File: config.mk
export PLATFORM = sky130hd
export DESIGN_NAME = stepmotor_seq
export DESIGN_NICKNAME = d
export VERILOG_FILES = /design/src/rtl/stepmotor_seq.sv
export SDC_FILE = /design/constraint.sdc
export NUM_CORES = 1
export LEC_CHECK = 0
export CORE_MARGIN = 2
export CORE_UTILIZATION = 51
export DETAILED_ROUTE_END_ITERATION = 7
export GPL_ROUTABILITY_DRIVEN = 0
export HOLD_SLACK_MARGIN = 0.12
export PLACE_DENSITY = 0.87
export SYNTH_ARGS = -nofsm -noshare
export SYNTH_HDL_FRONTEND = slang
export SYNTH_SLANG_ARGS = --single-unit
File: constraint.sdc
create_clock -name clk -period 3.18 [get_ports clk]
set_clock_uncertainty 0.1 [all_clocks]
set_input_delay 0.795 -clock clk [delete_from_list [all_inputs] [get_ports clk]]
set_output_delay 0.795 -clock clk [all_outputs]
set_load 0.02 [all_outputs]
File: src/rtl/stepmotor_seq.sv
// -----------------------------------------------------------------------------
// stepmotor_seq : move sequencer for a 4-coil stepper driver.
//
// Accepts one move command (direction, step count, step period) over a
// valid/ready handshake. Steps are paced by a programmable prescaler. The coil
// pattern, absolute position and busy/done/abort status are all registered.
//
// Ports:
//   clk        : system clock, rising edge
//   rst        : asynchronous active-high reset
//   cmd_valid  : command present
//   cmd_ready  : high iff the sequencer is idle and can accept a command
//   cmd_dir    : 0 = forward (phase +1), 1 = reverse (phase -1)
//   cmd_steps  : number of steps in the move (0 = empty move, done only)
//   cmd_period : clk cycles per step (0 treated as 1)
//   abort      : terminate the current move (ignored while idle)
//   stepmotor  : registered coil pattern
//   state      : 00 idle, 01 running forward, 10 running reverse
//   done       : one-cycle pulse at the end of every accepted move
//   aborted    : set with done when the move was aborted, cleared on accept
//   position   : absolute step position, two's complement, wraps
//
// Build option:
//   STEPMOTOR_HALF_STEP_EN : when defined, use a 3-bit phase index and the
//                            8-entry half-step table instead of full steps.
// -----------------------------------------------------------------------------
module stepmotor_seq #(
  parameter int CNT_W = 12,
  parameter int DIV_W = 16,
  parameter int POS_W = 16
) (
  input  logic             clk,
  input  logic             rst,
  input  logic             cmd_valid,
  output logic             cmd_ready,
  input  logic             cmd_dir,
  input  logic [CNT_W-1:0] cmd_steps,
  input  logic [DIV_W-1:0] cmd_period,
  input  logic             abort,
  output logic [3:0]       stepmotor,
  output logic [1:0]       state,
  output logic             done,
  output logic             aborted,
  output logic [POS_W-1:0] position
);

`ifdef STEPMOTOR_HALF_STEP_EN
  localparam int PH_W = 3;
`else
  localparam int PH_W = 2;
`endif

  localparam logic [PH_W-1:0]  PH_ONE  = {{(PH_W-1){1'b0}}, 1'b1};
  localparam logic [DIV_W-1:0] DIV_ONE = {{(DIV_W-1){1'b0}}, 1'b1};
  localparam logic [CNT_W-1:0] CNT_ONE = {{(CNT_W-1){1'b0}}, 1'b1};
  localparam logic [POS_W-1:0] POS_ONE = {{(POS_W-1){1'b0}}, 1'b1};

  typedef enum logic {
    S_IDLE = 1'b0,
    S_RUN  = 1'b1
  } fsm_t;

  // Coil pattern for a given phase index.
  function automatic logic [3:0] coil_pattern(input logic [PH_W-1:0] idx);
    logic [3:0] pat;
    case (idx)
`ifdef STEPMOTOR_HALF_STEP_EN
      3'd0:    pat = 4'b1000;
      3'd1:    pat = 4'b1100;
      3'd2:    pat = 4'b0100;
      3'd3:    pat = 4'b0110;
      3'd4:    pat = 4'b0010;
      3'd5:    pat = 4'b0011;
      3'd6:    pat = 4'b0001;
      3'd7:    pat = 4'b1001;
`else
      2'd0:    pat = 4'b1000;
      2'd1:    pat = 4'b0100;
      2'd2:    pat = 4'b0010;
      2'd3:    pat = 4'b0001;
`endif
      default: pat = 4'b0000;
    endcase
    return pat;
  endfunction

  fsm_t             r_fsm;
  logic             r_dir;
  logic [CNT_W-1:0] r_remain;
  logic [DIV_W-1:0] r_period;
  logic [DIV_W-1:0] r_presc;
  logic [PH_W-1:0]  r_phase;
  logic [3:0]       r_coil;
  logic [1:0]       r_state;
  logic             r_ready;
  logic             r_done;
  logic             r_aborted;
  logic [POS_W-1:0] r_pos;

  logic             w_accept;
  logic             w_wrap;
  logic [DIV_W-1:0] w_period_eff;
  logic [PH_W-1:0]  w_phase_next;

  assign w_accept     = cmd_valid && r_ready;
  // r_period is never 0 (zero is mapped to 1 on accept), so period-1 is safe.
  assign w_wrap       = (r_presc == (r_period - DIV_ONE));
  assign w_period_eff = (cmd_period == {DIV_W{1'b0}}) ? DIV_ONE : cmd_period;
  // Phase index wraps naturally through its own width.
  assign w_phase_next = r_dir ? (r_phase - PH_ONE) : (r_phase + PH_ONE);

  // Sequencer FSM with all status and coil outputs registered.
  always_ff @(posedge clk or posedge rst) begin
    if (rst) begin
      r_fsm     <= S_IDLE;
      r_dir     <= 1'b0;
      r_remain  <= {CNT_W{1'b0}};
      r_period  <= DIV_ONE;
      r_presc   <= {DIV_W{1'b0}};
      r_phase   <= {PH_W{1'b0}};
      r_coil    <= 4'b0000;
      r_state   <= 2'b00;
      r_ready   <= 1'b1;
      r_done    <= 1'b0;
      r_aborted <= 1'b0;
      r_pos     <= {POS_W{1'b0}};
    end else begin
      r_done <= 1'b0;
      case (r_fsm)
        S_IDLE: begin
          if (w_accept) begin
            r_dir     <= cmd_dir;
            r_remain  <= cmd_steps;
            r_period  <= w_period_eff;
            r_presc   <= {DIV_W{1'b0}};
            r_aborted <= 1'b0;
            if (cmd_steps == {CNT_W{1'b0}}) begin
              // Empty move: report completion without ever leaving IDLE.
              r_done <= 1'b1;
            end else begin
              r_fsm   <= S_RUN;
              r_ready <= 1'b0;
              r_state <= cmd_dir ? 2'b10 : 2'b01;
            end
          end else begin
            r_fsm <= S_IDLE;
          end
        end
        S_RUN: begin
          if (abort) begin
            // Abort takes priority over a coincident wrap: no step is taken.
            r_fsm     <= S_IDLE;
            r_ready   <= 1'b1;
            r_state   <= 2'b00;
            r_done    <= 1'b1;
            r_aborted <= 1'b1;
          end else if (w_wrap) begin
            r_presc  <= {DIV_W{1'b0}};
            r_phase  <= w_phase_next;
            r_coil   <= coil_pattern(w_phase_next);
            r_pos    <= r_dir ? (r_pos - POS_ONE) : (r_pos + POS_ONE);
            r_remain <= r_remain - CNT_ONE;
            if (r_remain == CNT_ONE) begin
              r_fsm   <= S_IDLE;
              r_ready <= 1'b1;
              r_state <= 2'b00;
              r_done  <= 1'b1;
            end else begin
              r_fsm <= S_RUN;
            end
          end else begin
            r_presc <= r_presc + DIV_ONE;
          end
        end
        default: begin
          r_fsm   <= S_IDLE;
          r_ready <= 1'b1;
          r_state <= 2'b00;
        end
      endcase
    end
  end

  assign cmd_ready = r_ready;
  assign stepmotor = r_coil;
  assign state     = r_state;
  assign done      = r_done;
  assign aborted   = r_aborted;
  assign position  = r_pos;

endmodule

# After elaboration in Yosys (flattened, before gate mapping)
# Cells that the tools add are included.
# word_totals
reg_bits	73
inputBits	33
out_inout_bits	25
wordCells	83
# classes
n_addsub	7
eq_ne	12
muxes	40
n_bitwise	2
n_reduce_logical	10
# op_table
cell	count
2-to-1 mux 16 bit	5
2-to-1 mux 12 bit	3
adder 16 x 1 -> 16 bit, second input constant	2
one-hot mux 16 bit (2 select lines)	1
subtractor 16 x 1 -> 16 bit, second input constant	2
one-hot mux 12 bit (2 select lines)	1
2-to-1 mux 1 bit	17
equality test 16 bit	1
logical NOT 16 bit	1
one-hot mux 4 bit (4 select lines)	1
2-to-1 mux 2 bit	7
equality test 12 x 1 -> 1 bit, second input constant	1
logical NOT 12 bit	1
subtractor 12 x 1 -> 12 bit, second input constant	1
inequality test 2 bit, second input constant	4
one-hot mux 1 bit (2 select lines)	4
inequality test 3 x 2 -> 1 bit, second input constant	2
AND reduction 2 bit	3
AND reduction 3 bit	2
equality test 2 bit, second input constant	2
one-hot mux 2 bit (2 select lines)	1
AND reduction 4 bit	1
adder 2 x 1 -> 2 bit, second input constant	1
equality test 2 x 1 -> 1 bit, second input constant	1
5 further kinds	6

# Logic depth before layout (Yosys ltp)
# depth
depth_word	5
ltp_mapped	12
depth_no_buf	9

# Worst setup path before layout
# Ideal clock, no wire load.
# synth_timing
path_kind	reg-to-reg
startpoint	register r_period[1]
endpoint	register r_remain[8]
setup_time_ns	0.121
arrival_time_ns	2.905
required_ns	2.959
path_slack_ns	0.054
stages_incl_launch_ff	13
n_path_buf	3
period_less_slack_ns	3.126
path_cell_list	dfrtp_1 -> inv_1 -> ha_1 -> or3b_1 -> clkbuf_1 -> or4_1 -> a221oi_2 -> o2111ai_1 -> or4_1 -> buf_2 -> and2_4 -> buf_6 -> o22a_1
# synth_via
elab_chain_cells	4
# synth_lines
element	line_no	rtl
start: declaration	90	logic [DIV_W-1:0] r_period;
start signal: assignment	134	r_period <= w_period_eff;
subtractor 16 x 1 -> 16 bit	107	assign w_wrap = (r_presc == (r_period - DIV_ONE));
equality test 16 bit	107	
inequality test 2 x 1 -> 1 bit (no line)	-	
AND reduction 3 bit (no line)	-	
end signal: assignment	117	r_remain <= {CNT_W{1'b0}};
end signal: assignment	133	r_remain <= cmd_steps;
end signal: assignment	162	r_remain <= r_remain - CNT_ONE;
end: declaration	89	logic [CNT_W-1:0] r_remain;
# Every way passes these cells.
# A chain may end at the register's enable or synchronous reset.

# Worst setup path in the final report
# layout_timing
startpoint	register r_period[1]
endpoint	register r_remain[6]
# The elaborated chain is that of the path after synthesis.

==> impl_results.md <==
* Status: completed
* CTS tree: done
* Synth warnings at 0
* Internal at 1.27 mW
* Multi-input logic area at roughly 2700 um^2
* Slew margin rel. at 29.3%
* Worst endpoint data arrival time at roughly 3.3 ns
* Die ar. at about 10000 um^2
* Drt total wl at between 10 and 15 mm
* P&R area growth vs syn at 24.5%
* Post-synth EDFFs at 0
* Setup crit end kind: register
* Worst r2r dst: r_remain[6]
* Reg-to-Reg Start: r_period[1]
* Setup TNS Final at 0 ns
* Sequential area share after synthesis at 39.0%
* Largest net degree at the start of global routing at 46
* DRT iter0 DRCs at 390
* R2r worst-path depth at 10
* Critical path class: register to register
* Switching share of power at a little under a quarter
* DRC viols at 0
* Pwr/cell area at 284 nW/um^2
* Syn nets at between 500 and 600
* Core Region at ~9000 um^2
* Cell Area, Synth at 4690 um^2
* Crit start category: register
* CTS max path bufs at 2
* Top FF cell, synth: dfrtp_1
* Final net count at around 660
* CP Max Fanout at 6
* Clock Latency Late Sink at 0.36 ns
* Flop pwr share at a little under three fifths
* Buffers on Ports at 57
* GR Overflow Total at 0
* Netlist cell types at 69
* Hold path depth at 1
* Cell total after placement at 700
* Hold slack final at approximately 0.40 ns
* Core Rows at 34
* Vias in the first global route at approximately 4400
* IO Count at 58
* Antenna Nets Post-Route at 0
* GRT Resource Usage Total at 25.1%
* Min-delay src: position[15]
* Worst hold endpoint: position[15]
* Via count at 4567
* Final Non-Filler Cells at 720
* Period Utilization, post-route at between 90% and 100%
* Clk sink count at 73
* Routed WL per cell at ~18 um
* Ys async rst share at 100%
* Initial Util at between 50% and 60%
* FF-to-FF setup slack at around 0.016 ns
* Via density at about 6.3
* Placed Area at approximately 5500 um^2
* Clock power share at about two fifths
* CTS Root Cell: clkbuf_8
* Finish-stage setup viols at 0
* DP HPWL at 8.66 mm
* Layout cells sized above 1 at 14.4%
* TritonRoute pass-1 iters at 5
* Synthesized flop and latch total at between 70 and 80
* Mean post-synth cell area at 8.89 um^2
* Fill cell count at approximately 650
* Final core occ at approximately two thirds
* Max-slew violation count at 0
* Logic pwr share at under 10%
* Worst hold-check path type: register to register
* Register area at between 1500 and 2000 um^2
* Worst Max-Slew Pin Slew at 1.06 ns
* Reg clk slew, reported paths at ~0.08 ns
* Net switching power at 0.387 mW
* Post-Synthesis Cells at between 500 and 600
* Ant. Diodes at 0
* Leakage power at between 2 and 3 nW
* Post-route cell area at about 6000 um^2
* Die W at between 90 and 100 um
* Antenna violations before repair at 0
* Fmax achieved at ~320 MHz
* H-tree depth at 3
* Endpoints failing hold at 0
* Die H at 99.9 um
* First-pass GRT wire length at 20.3 mm
* Peak supply drop at roughly 200 uV
* Maxcap violations at 0
* Worst EP required at 3.32 ns
* Num CTS Buffers at 9
* Unrepaired setup endpoints after global routing: true
* Final min period at 3.16 ns
logic make-up (layout without fill, tap and decap cells):
| family | Yosys count | count (layout) | share of synthesized area, % |
|---|---|---|---|
| simple gates | 217 | 217 | 22.9 |
| buf+inv | 42 | 126 | 3.79 |
| fa+ha+maj | 23 | 23 | 6.29 |
| flops | 73 | 73 | 39.0 |
| mux | 8 | 8 | 1.81 |
| xor+xnor | 30 | 30 | 5.89 |
| compound gates | 135 | 135 | 20.4 |
registers in the layout (all words and copies together), names as in the netlist:
signal / cells
position: 16
r_fsm: 1
done: 1
aborted: 1
r_dir: 1
cmd_ready: 1
state: 2
r_remain: 12
stepmotor: 4
r_phase: 2
r_period: 16
r_presc: 16
power groups by stage:
stage	sequential [mW]	combinational (mW)	clock, mW
6_report	0.928	0.0790	0.653
4_1_cts	0.928	0.0787	0.656
2_1_floorplan	0.946	0.0189	0
3_5_place_dp	0.946	0.0783	0
5_1_grt	0.927	0.0861	0.698
3_3_place_gp	0.946	0.0777	0
critical path, cell delays in order, from the launching register on:
cell	delay, ns
dfrtp_1	0.40
inv_2	0.08
ha_4	0.13
or3b_4	0.39
or4_4	0.49
a221oi_2	0.26
o2111ai_2	0.14
or4_4	0.54
buf_12	0.19
o41ai_2	0.27
a21oi_1	0.07
synth_stat cells, types with 8 or more instances:
library cell / instances / area, um^2
clkbuf_1: 17 / 63.8
a22o_1: 8 / 70.1
ha_1: 22 / 275
xnor2_1: 18 / 158
xor2_1: 11 / 96.3
nor2_1: 31 / 116
dfrtp_1: 71 / 1780
inv_1: 18 / 67.6
nand3_1: 26 / 130
a21oi_1: 16 / 80.1
nor4_1: 10 / 62.6
nand2_1: 82 / 308
a31o_2: 9 / 78.8
o21ai_0: 36 / 180
nor3_1: 15 / 75.1
a31oi_1: 10 / 62.6
area by class of cell:
type | count | area share, %
Multi-Input combinational cell | 413 | 47.0
Sequential cell | 73 | 31.3
Timing Repair Buffer | 91 | 15.3
Clock buffer | 13 | 2.55
Tap cell | 108 | 2.31
Inverter | 19 | 1.22
Clock inverter | 3 | 0.300
what timing repair did:
action / CTS / global route
hold buffers: 0 / 0
resized for setup: 3 / 14
setup buffers: 0 / 2
endpoints found under the hold margin: 0 / 0
cloned: 0 / 2
pin swaps: 0 / 4
endpoints found under the setup margin: 8 / 49
through the flow:
stage | power (mW) | setup WS [ns]
floorplan | 0.965 | 0.0542
global placement | 1.02 | 0.0270
detailed placement | 1.02 | -0.0725
CTS | 1.66 | 0.00589
global route | 1.71 | -0.0979
finish | 1.66 | 0.0156
per-layer routing:
metal	GRT usage (%)	wire, um
met4	11.7	303
met3	4.74	859
met1	32.5	5110
met5	0	0
met2	41.0	6340
cells in the final DEF, fill, tap and decap left out, types with 4 or more instances in the layout:
master / n
o311ai_0: 4
a22o_1: 8
o31ai_1: 4
nand4_1: 5
clkdlybuf4s50_1: 57
and3_1: 6
nor4_1: 9
nor3_1: 15
and2_1: 5
nand2_1: 82
xnor2_1: 18
dfrtp_1: 71
a21oi_1: 16
o21ai_0: 35
a21o_1: 4
mux2_2: 4
or3_1: 7
xor2_1: 11
clkbuf_8: 10
buf_4: 29
mux2i_1: 4
inv_1: 15
a31oi_1: 10
or2_2: 6
or4_1: 4
nor2_1: 31
o211ai_1: 5
a31o_2: 9
ha_1: 21
nand3_1: 26
worst max path at each step:
stage | from | endpoint | slack [ns] | cells after the start
after floorplan | r_period[1] | r_remain[8] | 0.05 | 12
after global placement | r_period[1] | r_remain[5] | 0.03 | 10
after detailed placement | r_period[1] | position[15] | -0.07 | 10
after CTS | r_period[1] | r_remain[5] | 0.006 | 10
after global routing | r_period[1] | position[15] | -0.1 | 10
final | r_period[1] | r_remain[6] | 0.02 | 10
Note: power is estimated with default switching activity, not from simulation.
==> RTL edit 1: new RTL, same flow settings <==
Build with the macro `STEPMOTOR_HALF_STEP_EN` defined.
--- a/src/rtl/stepmotor_seq.sv
+++ b/src/rtl/stepmotor_seq.sv
@@ -26,2 +26,4 @@
 // -----------------------------------------------------------------------------
+`define STEPMOTOR_HALF_STEP_EN
+
 module stepmotor_seq #(
Function: changed (a bounded check fails within 4 cycles, from zero or initial values and one cycle with rst high).
==> RTL edit 1 against the unedited design <==
The flow now finishes with violations (setup timing). Sequential cell count up 1. Hold slack worse by 0.021 ns. Power increased by 8.0%. Setup slack lost 0.12 ns. Global-route usage up 1.8 points. Area after synthesis rose by 3.7%. Sequential power grew 1%. Die area up 3.6%. Cell area increased by 4.1%. Cell count grew 6.8%. Wire length rose by 10%. Largest cell class unchanged.
==> RTL edit 1: results (changes against the unedited design) <==
- Leakage: 2.80 nW (+10%)
- Largest cells by area after synthesis: dfrtp_1, nand2_1, ha_1, xnor2_1, o21ai_0
- Share of the yosys chip area belonging to registers: 0.381 (-0.00879)
- Library cells used by synthesis: 62 (-10%)
- Syn_nets: 617 (+5.7%)
- Hpwl dp: 9380 um (+8.4%)
- Commonest cells post-synth: nand2_1, dfrtp_1, o21ai_0
- Vias/cell: 6.24 (-1.7%)
- Fraction of layout cells with a size suffix above 1: 0.141 (-0.00317)
- Peak supply drop: 220 uV (+10%)
- FF+latch area: 1850 um2 (+1.4%)
- Multi-input gate area: 2980 um2 (+8.7%)
- Synthesis-stage register bit count: 74 (+1.4%)
- Worst Path Arrival: 3.43 ns (+0.12 ns)
- Global Route Usage Sum: 0.269 (+0.0176)
- CP max FO: 5 (-1)
- ClkCell Share: 0.0342 (+0.00567)
- Failing checks: setup timing
- # clk buffers: 14 (+1)
- Initial antenna violation count: 0 (unchanged)
- Largest net degree at the start of global routing: 55 (+20%)
- First-pass GRT wire length: 22100 um (+8.9%)
- Total die area: 10300 um2 (+3.6%)
- Nets: 691 (+4.2%)
- Max-slew headroom: 0.310 (+0.0168)
- Net Sw Frac: 0.215 (-0.0182)
- Buffer share of cell area: 0.133 (-0.0204)
- DR iter-0 viols: 392 (+0.51%)
- Inverters: 18 (-1)
- Final number of setup-violating endpoints: 5 (+5)
- Final hold slack: 0.377 ns (-0.0209 ns)
- Wirelength, routed: 13900 um (+10%)
- Final worst slack: -0.100 ns (-0.116 ns)
- Fraction of area in multi-input gates: 0.491 (+0.0206)
- # fillers: 733 (+13%)
- Multi-In Gates: 447 (+8.2%)
- Status: finished, violations left
- Vias in the first global route: 4823 (+8.8%)
- Placed Area: 5740 um2 (+3.5%)
==> RTL edit 1: per-layer routing <==
layer | track usage | wire length [um]
met1 | 0.332 | 5420
met2 | 0.463 | 7030
met3 | 0.0587 | 1020
met4 | 0.0967 | 433
met5 | 0 | 0
==> RTL edit 1: cells by family after synthesis <==
kind of cell    count (synthesis)  synth area share
compound gates                127             0.176
fa+ha+maj                      24            0.0643
flops                          74             0.381
buf+inv                        42            0.0329
xor+xnor                       36            0.0648
simple gates                  241             0.244
mux                            17            0.0373
==> RTL edit 1: power groups by stage <==
stage	Clock, mW	Sequential, mW	Combinational, mW
floorplan	0	0.959	0.0172
global placement	0	0.959	0.0735
detailed placement	0	0.959	0.0744
CTS	0.785	0.940	0.0751
global route	0.825	0.940	0.0803
finish	0.778	0.940	0.0739
==> RTL edit 1: worst max-delay path, stage by stage, from the launching register on <==
cell	delay, ns
dfrtp_1	0.41
or4_4	0.57
or3_4	0.39
or4_4	0.47
a221oi_4	0.28
nand4_1	0.20
or4_4	0.49
a32o_1	0.27
==> RTL edit 1: path summary, 6_finish.rpt <==
kind / start / end / depth (start not counted)
max in group asynchronous: rst / cmd_ready / 3
max reg2reg: r_period[10] / state[0] / 7
min reg2reg: position[15] / position[15] / 1
max: r_period[10] / state[0] / 7
min in group asynchronous: rst / r_period[3] / 2
min: position[15] / position[15] / 1
==> RTL edit 1: what timing repair did <==
item	4_1_cts	5_1_grt
endpoints found under the setup margin	15	32
cloned	0	2
pin swaps	2	6
setup buffers	1	0
gates resized for setup	3	20
==> RTL edit 1: per-stage QoR <==
| stage | std cells | TNS [ns] |
|---|---|---|
| after floorplan | 561 | 0 |
| after global placement | 750 | 0 |
| after detailed placement | 750 | -0.509 |
| after CTS | 767 | 0 |
| after global routing | 769 | -1.49 |
| final | 769 | -0.240 |
==> RTL edit 2: new RTL, same flow settings <==
Made on the original files. Reset style: synchronous (`rst`), changed in one clocked block. Comments in the files are not updated.
--- a/src/rtl/stepmotor_seq.sv
+++ b/src/rtl/stepmotor_seq.sv
@@ -112,3 +112,3 @@
   // Sequencer FSM with all status and coil outputs registered.
-  always_ff @(posedge clk or posedge rst) begin
+  always_ff @(posedge clk) begin
     if (rst) begin
Function: differs if rst is asserted again (counterexample within 4 cycles, from zero or initial values and one cycle with rst high); with rst held inactive, the same outputs for 4 cycles.
==> RTL edit 2 against the unedited design <==
The run now ends with setup timing left. Non-clock buffer count rose by 3. Cell area decreased by 5.1%. Highest routed layer unchanged. Setup slack worse by 0.13 ns. First-iteration DRC count shrank 31%. Area after synthesis decreased by 9.4%. Sequential cell count did not move. Wire length fell by 4.3%.
Power is not compared: it rests on default switching activity, and its combinational part moved more than twofold at a synthesized area within 25%.
==> RTL edit 2: results (changes against the unedited design) <==
- Status: finished, violations left
- Failing checks: setup timing
- Setup_tns: -2.75 ns (-2.75 ns)
- Max-slew headroom: 0.620 (+0.327)
- Library cells used by synthesis: 51 (-26%)
- Min-Delay Endpoint: r_period[15]
- Vias in the first global route: 4152 (-6.4%)
- Global Route Usage Sum: 0.263 (+0.0119)
- Final hold slack: 0.374 ns (-0.0236 ns)
- Final number of setup-violating endpoints: 43 (+43)
- Largest net degree at the start of global routing: 27 (-41%)
- Asr flop ratio synth: 0 (-1.00)
- Total Power: roughly 2.3 mW
- Nets: 667 (+0.60%)
- Commonest cells post-synth: dfxtp_1, nor2_1, nand2_1
- Final worst slack: -0.110 ns (-0.126 ns)
- # fillers: 570 (-12%)
- Setup WS pre-CTS: -0.0937 ns (-0.0212 ns)
- Vias: 4341 (-4.9%)
- DR iter-0 viols: 269 (-31%)
- Largest cells by area after synthesis: dfxtp_1, ha_1, nor2_1, nand2_1, xnor2_1
- Placed Area: 5030 um2 (-9.3%)
- Worst setup path startpoint: r_period[1]
- HP Start: r_period[15]
- R2R depth: 14 (+4)
- Share of the yosys chip area belonging to registers: 0.344 (-0.0462)
- First-pass GRT wire length: 18900 um (-7.0%)
RTL edit 2: changes by cell type in the layout (fill, tap and decap cells not counted), sizes merged, moves of 12 or more:
cell	before	now
a21oi	16	28
dfrtp	71	0
dfxtp	0	73
mux2i	4	18
nand2	82	56
nand3	26	14
nor2	31	61
RTL edit 2: critical path, stage by stage, from the launching register on:
cell	delay, ns
dfxtp_2	0.33
inv_2	0.07
ha_4	0.13
or4b_4	0.50
or4b_4	0.52
and3_4	0.20
o31ai_4	0.20
nand3_2	0.13
buf_4	0.16
o211ai_1	0.23
buf_4	0.19
buf_12	0.10
buf_4	0.10
clkbuf_16	0.12
o31ai_1	0.07
RTL edit 2: area by class of cell:
| cell class | instances | area [um2] | share of cell area |
|---|---|---|---|
| multi-input combinational | 419 | 2750 | 0.496 |
| timing repair buffer | 94 | 975 | 0.176 |
| inverter | 14 | 52.6 | 0.00948 |
| tap | 105 | 131 | 0.0237 |
| clock buffer | 13 | 159 | 0.0287 |
| clock inverter | 3 | 15.0 | 0.00271 |
| sequential | 73 | 1460 | 0.264 |
RTL edit 2: cell families after synthesis:
family	count (synthesis)	synth area share
flops	73	0.344
buf+inv	36	0.0335
fa+ha+maj	23	0.0694
simple gates	211	0.242
mux	18	0.0424
xor+xnor	38	0.0783
compound gates	129	0.191
RTL edit 2: what timing repair did:
action                     4_1_cts  5_1_grt
cloned                           2        4
pin swaps                        6       17
buffers inserted                 5        8
setup endpoints to repair       38       52
resized for setup               16       34
RTL edit 2: routing by layer:
layer	vias up	wire [um]	global-route usage
li1	2050	-	-
met1	2046	4870	0.312
met2	206	6030	0.462
met3	39	844	0.0466
met4	0	327	0.116
met5	-	0	0
